## config.mk

```make
export PLATFORM = sky130hd
export DESIGN_NAME = hazard_stall_ctrl
export DESIGN_NICKNAME = d
export VERILOG_FILES = /design/src/rtl/mips_pkg.sv /design/src/rtl/md_busy_counter.sv /design/src/rtl/hazard_stall_ctrl.sv
export SDC_FILE = /design/constraint.sdc
export NUM_CORES = 1
export LEC_CHECK = 0
export ABC_AREA = 1
export BUFFER_PORTS_ARGS = -buffer_cell sky130_fd_sc_hd__buf_2
export CAP_MARGIN = 20
export CORE_MARGIN = 8
export CORE_UTILIZATION = 45
export CTS_CLUSTER_DIAMETER = 50
export DETAILED_ROUTE_END_ITERATION = 10
export HOLD_SLACK_MARGIN = 0.05
export MAX_ROUTING_LAYER = met4
export PLACE_DENSITY = 0.82
export SYNTH_ARGS = -nofsm -noshare
export SYNTH_HDL_FRONTEND = slang
export SYNTH_SLANG_ARGS = --single-unit
```

## constraint.sdc

```tcl
create_clock -name clk -period 1.7 [get_ports clk]
set_input_delay 0.34 -clock clk [delete_from_list [all_inputs] [get_ports clk]]
set_output_delay 0.34 -clock clk [all_outputs]
set_load 0.1 [all_outputs]
```

## src/rtl/mips_pkg.sv

```systemverilog
// mips_pkg
// Shared encodings for the 5-stage MIPS core's hazard logic.
//   - TUSE_*: cycles until the D-stage instruction needs an operand (3 = never).
//   - TNEW_*: cycles until a producer's result can be forwarded.
//   - MULT_LAT_DEF / DIV_LAT_DEF: default busy lengths of the MULT/DIV unit.
//   - REG_ZERO: the hard-wired zero register, which never carries a dependency.
package mips_pkg;

    localparam logic [1:0] TUSE_0    = 2'd0;
    localparam logic [1:0] TUSE_1    = 2'd1;
    localparam logic [1:0] TUSE_2    = 2'd2;
    localparam logic [1:0] TUSE_NONE = 2'd3;

    localparam logic [1:0] TNEW_0    = 2'd0;
    localparam logic [1:0] TNEW_1    = 2'd1;
    localparam logic [1:0] TNEW_2    = 2'd2;
    localparam logic [1:0] TNEW_NONE = 2'd3;

    localparam int MULT_LAT_DEF = 5;
    localparam int DIV_LAT_DEF  = 10;

    localparam logic [4:0] REG_ZERO = 5'd0;

    // A source register in D conflicts with a producer when the producer writes
    // it and the value will not be forwardable by the time D consumes it.
    // TUSE_NONE is 3, which can never be below any real Tnew (max 2).
    function automatic logic raw_hit(input logic [4:0] src, input logic [1:0] tuse,
                                     input logic [4:0] wa,  input logic [1:0] tnew);
        return (src == wa) && (tuse < tnew);
    endfunction

endpackage

```

## src/rtl/md_busy_counter.sv

```systemverilog
// md_busy_counter
// Tracks how long the MULT/DIV unit stays busy after a start.
// Ports:
//   clk        in   rising-edge clock
//   reset      in   asynchronous active-low reset
//   md_start   in   1-cycle start pulse from the E stage
//   md_is_div  in   1 = DIV/DIVU, 0 = MULT/MULTU (only looked at with md_start)
//   md_busy    out  HI/LO not yet valid
module md_busy_counter
    import mips_pkg::*;
#(
    parameter int MULT_LAT = MULT_LAT_DEF,
    parameter int DIV_LAT  = DIV_LAT_DEF
) (
    input  logic clk,
    input  logic reset,
    input  logic md_start,
    input  logic md_is_div,
    output logic md_busy
);

    localparam logic [3:0] MULT_CNT = 4'(MULT_LAT);
    localparam logic [3:0] DIV_CNT  = 4'(DIV_LAT);

    logic [3:0] md_cnt_q;
    logic [3:0] md_cnt_d;

    // A start always reloads, even mid-count: the most recent operation wins.
    always_comb begin
        md_cnt_d = md_cnt_q;
        if (md_start) begin
            md_cnt_d = md_is_div ? DIV_CNT : MULT_CNT;
        end else if (md_cnt_q != 4'd0) begin
            md_cnt_d = md_cnt_q - 4'd1;
        end
    end

    always_ff @(posedge clk or negedge reset) begin
        if (!reset) begin
            md_cnt_q <= 4'd0;
        end else begin
            md_cnt_q <= md_cnt_d;
        end
    end

    // Busy already in the start cycle so a dependent instruction in D is held.
    assign md_busy = md_start | (md_cnt_q != 4'd0);

endmodule

```

## src/rtl/hazard_stall_ctrl.sv

```systemverilog
// hazard_stall_ctrl
// Pipeline stall controller: freezes PC and IF/ID and bubbles ID/EX whenever the
// D-stage instruction has a RAW dependency that forwarding cannot resolve in time
// (Tuse/Tnew model) or needs HI/LO while the MULT/DIV unit is busy.
// Ports:
//   clk, reset             clock, asynchronous active-low reset
//   d_rs, d_rt             source registers of the D instruction
//   d_rs_tuse, d_rt_tuse   cycles until each source is needed (3 = unused)
//   d_uses_md              D instruction touches MULT/DIV or HI/LO
//   e_wa, e_tnew           destination / Tnew of the E instruction
//   m_wa, m_tnew           destination / Tnew of the M instruction
//   md_start, md_is_div    MULT/DIV start pulse and its kind
//   pc_en, fd_en           PC and IF/ID enables
//   de_clr                 ID/EX bubble insert
//   md_busy                MULT/DIV unit busy
module hazard_stall_ctrl
    import mips_pkg::*;
#(
    parameter int MULT_LAT = MULT_LAT_DEF,
    parameter int DIV_LAT  = DIV_LAT_DEF
) (
    input  logic       clk,
    input  logic       reset,
    input  logic [4:0] d_rs,
    input  logic [4:0] d_rt,
    input  logic [1:0] d_rs_tuse,
    input  logic [1:0] d_rt_tuse,
    input  logic       d_uses_md,
    input  logic [4:0] e_wa,
    input  logic [1:0] e_tnew,
    input  logic [4:0] m_wa,
    input  logic [1:0] m_tnew,
    input  logic       md_start,
    input  logic       md_is_div,
    output logic       pc_en,
    output logic       fd_en,
    output logic       de_clr,
    output logic       md_busy
);

    logic stall_rs;
    logic stall_rt;
    logic stall_md;
    logic stall;

    md_busy_counter #(
        .MULT_LAT (MULT_LAT),
        .DIV_LAT  (DIV_LAT)
    ) u_md_busy_counter (
        .clk       (clk),
        .reset     (reset),
        .md_start  (md_start),
        .md_is_div (md_is_div),
        .md_busy   (md_busy)
    );

    // $0 may appear as a destination of "no write"; it must never stall.
    assign stall_rs = (d_rs != REG_ZERO) &&
                      (raw_hit(d_rs, d_rs_tuse, e_wa, e_tnew) ||
                       raw_hit(d_rs, d_rs_tuse, m_wa, m_tnew));

    assign stall_rt = (d_rt != REG_ZERO) &&
                      (raw_hit(d_rt, d_rt_tuse, e_wa, e_tnew) ||
                       raw_hit(d_rt, d_rt_tuse, m_wa, m_tnew));

    assign stall_md = d_uses_md & md_busy;

    assign stall  = stall_rs | stall_rt | stall_md;
    assign pc_en  = ~stall;
    assign fd_en  = ~stall;
    assign de_clr = stall;

endmodule

```

Word level (Yosys, flattened, before mapping)
Cells that the tools add are included.

Register bits after elaboration: 4. Input port bits: 33. Output and inout bits: 4. Logic and storage cells: 30.

Add/subtract/negate cells: 1. $lt $le $gt $ge: 4. Equality and inequality tests: 4. Mux-type cells: 3. Bitwise logic cells: 5. Reduce and logical (&&, ||, !) cells: 12.

Operator list (number): 5-bit equality test (4); 4-bit 2-to-1 mux (3); 5-bit nonzero test (2); 2-bit less-than comparator (4); 1-bit logical AND (6); 4-bit nonzero test (1); 4-bit by 1-bit subtractor with 4-bit output, second input constant (1); 1-bit bitwise OR (3); 1-bit logical OR (2); 2-bit nonzero test (1); 1-bit AND (1); 1-bit inverter (1).

Longest topological paths before layout
Depth after elaboration: 7. Mapped depth: 12.

Modules after synthesis
From an unflattened synthesis, not the netlist that was laid out.

Cells, all modules: 154. Area total of the unflattened synthesis: 812.0 µm².

Modules (own cells, without submodules): hazard_stall_ctrl (instances 1, cells an instance 120, area an instance 540.5 µm², seq. area each 0.0 µm²); md_busy_counter (instances 1, cells an instance 34, area an instance 271.5 µm², seq. area each 100.1 µm²).

Worst setup path after synthesis
No wires, ideal clock.

Kind: register to output. Start: reg u_md_busy_counter.md_cnt_q[0]. End: out pc_en. Arrival time: 3253 ps. Data required time: 1360 ps. Slack: -1893 ps. Cell stages (with the launch flop): 10. Path buffers: 1. Cell sequence: dfrtp_1 -> inv_1 -> ha_1 -> nand3_1 -> nor2_2 -> inv_1 -> nand2_1 -> nand2_1 -> nor2_1 -> buf_4.

Longest elaborated chain between the ends: 5.

RTL lines: start: declaration (RTL line md_busy_counter.sv:25) `logic [3:0] md_cnt_q;`; start signal: assignment (RTL line md_busy_counter.sv:42) `md_cnt_q <= md_cnt_d;`; 4-bit nonzero test (RTL line md_busy_counter.sv:47) `assign md_busy = md_start | (md_cnt_q != 4'd0);`; 1-bit bitwise OR (RTL line md_busy_counter.sv:47); via md_busy (RTL line hazard_stall_ctrl.sv:38) `output logic md_busy`; 1-bit AND (RTL line hazard_stall_ctrl.sv:66) `assign stall_md = d_uses_md & md_busy;`; 1-bit bitwise OR (RTL line hazard_stall_ctrl.sv:68) `assign stall = stall_rs | stall_rt | stall_md;`; 1-bit inverter; end: declaration (RTL line hazard_stall_ctrl.sv:35) `output logic pc_en,`.

The timed path passes the listed nets, and every way through them passes these cells.

Worst setup path after layout
Start: reg u_md_busy_counter.md_cnt_q[0]. End: out pc_en.

Longest elaborated chain between the ends: 5.

RTL lines: 4-bit nonzero test (RTL line md_busy_counter.sv:47); 1-bit bitwise OR (RTL line md_busy_counter.sv:47); 1-bit AND (RTL line hazard_stall_ctrl.sv:66); 1-bit bitwise OR (RTL line hazard_stall_ctrl.sv:68); 1-bit inverter (RTL line hazard_stall_ctrl.sv:69) `assign pc_en = ~stall;`.

Every way passes these cells.

==> metrics.yaml <==
sta:
  setup_viol: 4
  max_slew.worst_pin.slew_ns: 0.259
  fin_crit_ns: 1.96
  setup_slack_ns: -0.257
  finClkSkew_ns: 0.000290
  period_share_pct: 115
  fmax_mhz: 511
  timing.slew.headroom_pct: 82.6
  slew_violations: 0
  rsz0062_at_grt: "true"
  finalHoldViolations: 0
  fin_tns_setup_ns: -0.936
synth:
  synth_top_family_by_area: "simple AND/OR/NAND/NOR gates"
  synth-simple-area-share_pct: 43.6
  synth_compound_area_share_pct: 10.0
  syn-num-nets: 186
  ys_seq_elements: 4
  ys_seq_area_share_pct: 13.0
  ys.warnings.count: 0
  ys_types: 18
  syn_area_per_cell_um2: 5.25
  synthXorXnorAreaFrac_pct: 5.67
  synth_fa_ha_area_share_pct: 9.72
  synthCells: 147
  synth.mux.area_fraction_pct: 0
  syn-cell-area_um2: 772
final_layout:
  top_register: "u_md_busy_counter.md_cnt_q"
  num_antenna_cells: 0
  multi_input_area_um2: 591
  fin_util_pct: 70.4
  reg_top3: "u_md_busy_counter.md_cnt_q (4)"
  largest_register_ffs: 4
  drive_gt1_share_pct: 36.8
  area_growth_pct: 52.4
  fin_nets: 234
  layout_common_cells: "44 x nand2_1, 32 x buf_2, 23 x inv_1"
  instances_no_fill: 210
  final_area_um2: 1180
  n_fill_cell: 156
  final_common_cell: "nand2_1"
  final-seq-area_um2: 100
status:
  violations: "setup timing"
  status: "finished, violations left"
place:
  place_hpwl_mm: 2.06
  place.gp.congestion: 0.941
  io_buffer_count: 36
  dp_cells: 204
  place_area_um2: 1090
power_and_ir_drop:
  pwr-share-clk_pct: 19.0
  intPower_w: 0.000359
  power_frac_seq_pct: 19.5
  comb_power_share_pct: 61.5
  p_sw_share_pct: 46.1
  leakage_nw: 0.712
  vdd_drop_max_mv: 0.297
  p_per_area_nw_per_um2: 566
  p_sw_w: 0.000307
setup_path:
  critPathCaptureType: "output pin"
  slowest_stage: "dfrtp_1"
  worst-setup-path-type: "reg -> out"
  cp_slowest_stage_delay_ns: 0.38
  worst-path-max-fanout: 2
  worstPathRequired_ns: 1.36
  start_kind: "register"
  crit_chain: "inv_2 -> ha_4 -> nand3_4 -> nor2_4 -> clkinvlp_4 -> nand2_2 -> nand2_2 -> nor2_4 -> buf_12"
  worstPathArrival_ns: 1.62
worst_hold_path:
  hold_path.class: "in -> reg"
detailed_routing:
  dr_total_vias: 1058
  routedWlPerCell_um: 12.2
  drt_iter0_markers: 30
  antenna_left: 0
  vias_per_cell: 5.04
  first_pass_iters: 4
  finalWirelength_mm: 2.57
  remaining_drc_errors: 0
floorplanning:
  dieWidth_um: 57.4
  core_um2: 1670
  pin_count: 37
  row_count: 15
  dieArea_um2: 3300
  die-height_um: 57.4
  start_util_pct: 46.2
grt:
  grt.overflow.total: 0
  track_usage_pct: 17.4
  grt_pass1_wl_mm: 4.54
  grt_max_degree: 7
  antenna_found_initial: 0
  grt_pass1_vias: 1108
clock_tree:
  cts.sinks: 4
  clockRootBuffer: "clkbuf_4"
  cts_tree: "yes"
  cts_buffer_depth: 2
  cts_buffers: 3
  path_clk_slew_ns: 0.04
  cts_max_level: 1
  clkLatencyLatePin_ns: 0.24
run:
  drv_cap: 0
-- repair_timing --
| item | CTS | global route |
|---|---|---|
| endpoints found under the hold margin | 4 | 0 |
| setup endpoints to repair | 4 | 4 |
| pin swaps | 4 | 0 |
| hold buffers | 1 | 0 |
| resized for setup | 7 | 2 |
| buffers inserted | 2 | 0 |
-- per-stage QoR --
stage,hold slack [ns],setup slack [ns],power [W]
2_1_floorplan,0.0444,-0.979,0.000365
3_3_place_gp,0.144,-0.171,0.000489
3_5_place_dp,0.146,-0.205,0.000505
4_1_cts,0.409,-0.227,0.000656
5_1_grt,0.442,-0.331,0.000710
6_report,0.404,-0.257,0.000666
-- critical path, delay by kind of cell (launching register included) --
kind                     cells  cell delay (ns)
adder cells (fa/ha/maj)      1             0.14
AND/OR/NAND/NOR              5             0.47
buffers and inverters        3             0.38
flip-flops                   1             0.38
-- synth_stat cells --
master	count	share of area (%)
o21bai_1	1	0.97
ha_1	6	9.7
buf_4	1	0.97
nand3_1	8	5.2
xor2_1	2	2.3
nor2_2	5	4.1
nand2_1	47	23
xnor2_1	3	3.4
nor2_1	18	8.8
inv_1	26	13
nand3_2	1	1.3
nor4_1	1	0.81
o21ai_1	4	2.6
nor3_1	1	0.65
a21oi_1	5	3.2
inv_2	9	4.4
dfrtp_1	4	13
o21ai_0	5	3.2
-- cell type report --
class	instances	share of cell area, %
multi-input combinational	107	50.2
timing repair buffer	44	26.1
inverter	35	11.5
sequential	4	8.51
clock buffer	3	1.91
tap	17	1.81
-- metal layers --
layer	wire, um	up-vias	global-route usage, %	share of wire (%)
li1	-	535	-	-
met1	1030	481	18.3	40
met2	1390	37	33.1	54
met3	112	5	2.02	4.4
met4	34	0	4.29	1.3
met5	0	-	-	0
-- cell families (layout without fill, tap and decap cells) --
group / count (synthesis) / after routing
and+or+nand+nor: 81 / 81
buffers and inverters: 36 / 82
AOI/OAI and AO/OA: 15 / 15
adders and majority gates: 6 / 6
xor gates and xnor gates: 5 / 5
DFF: 4 / 4
-- path summary, 6_finish.rpt --
check                                              startpoint                       endpoint  slack, ns  depth (start not counted)
max in group asynchronous                               reset  u_md_busy_counter.md_cnt_q[3]       1.14                          2
min in group asynchronous                               reset  u_md_busy_counter.md_cnt_q[1]       0.45                          2
worst min register to register  u_md_busy_counter.md_cnt_q[1]  u_md_busy_counter.md_cnt_q[1]       0.69                          3
worst max register to register  u_md_busy_counter.md_cnt_q[0]  u_md_busy_counter.md_cnt_q[0]       0.37                          8
worst max-delay path            u_md_busy_counter.md_cnt_q[0]                          pc_en      -0.26                          9
worst min-delay path                                md_is_div  u_md_busy_counter.md_cnt_q[2]       0.40                          4
-- power groups by stage --
stage	Combinational [W]	Clock [W]	Sequential [W]
detailed placement	0.000377	0	0.000127
floorplan	0.000241	0	0.000125
global route	0.000450	0.000130	0.000130
CTS	0.000403	0.000124	0.000128
global placement	0.000363	0	0.000126
finish	0.000410	0.000126	0.000130
Power figures use the tool's default switching activity.
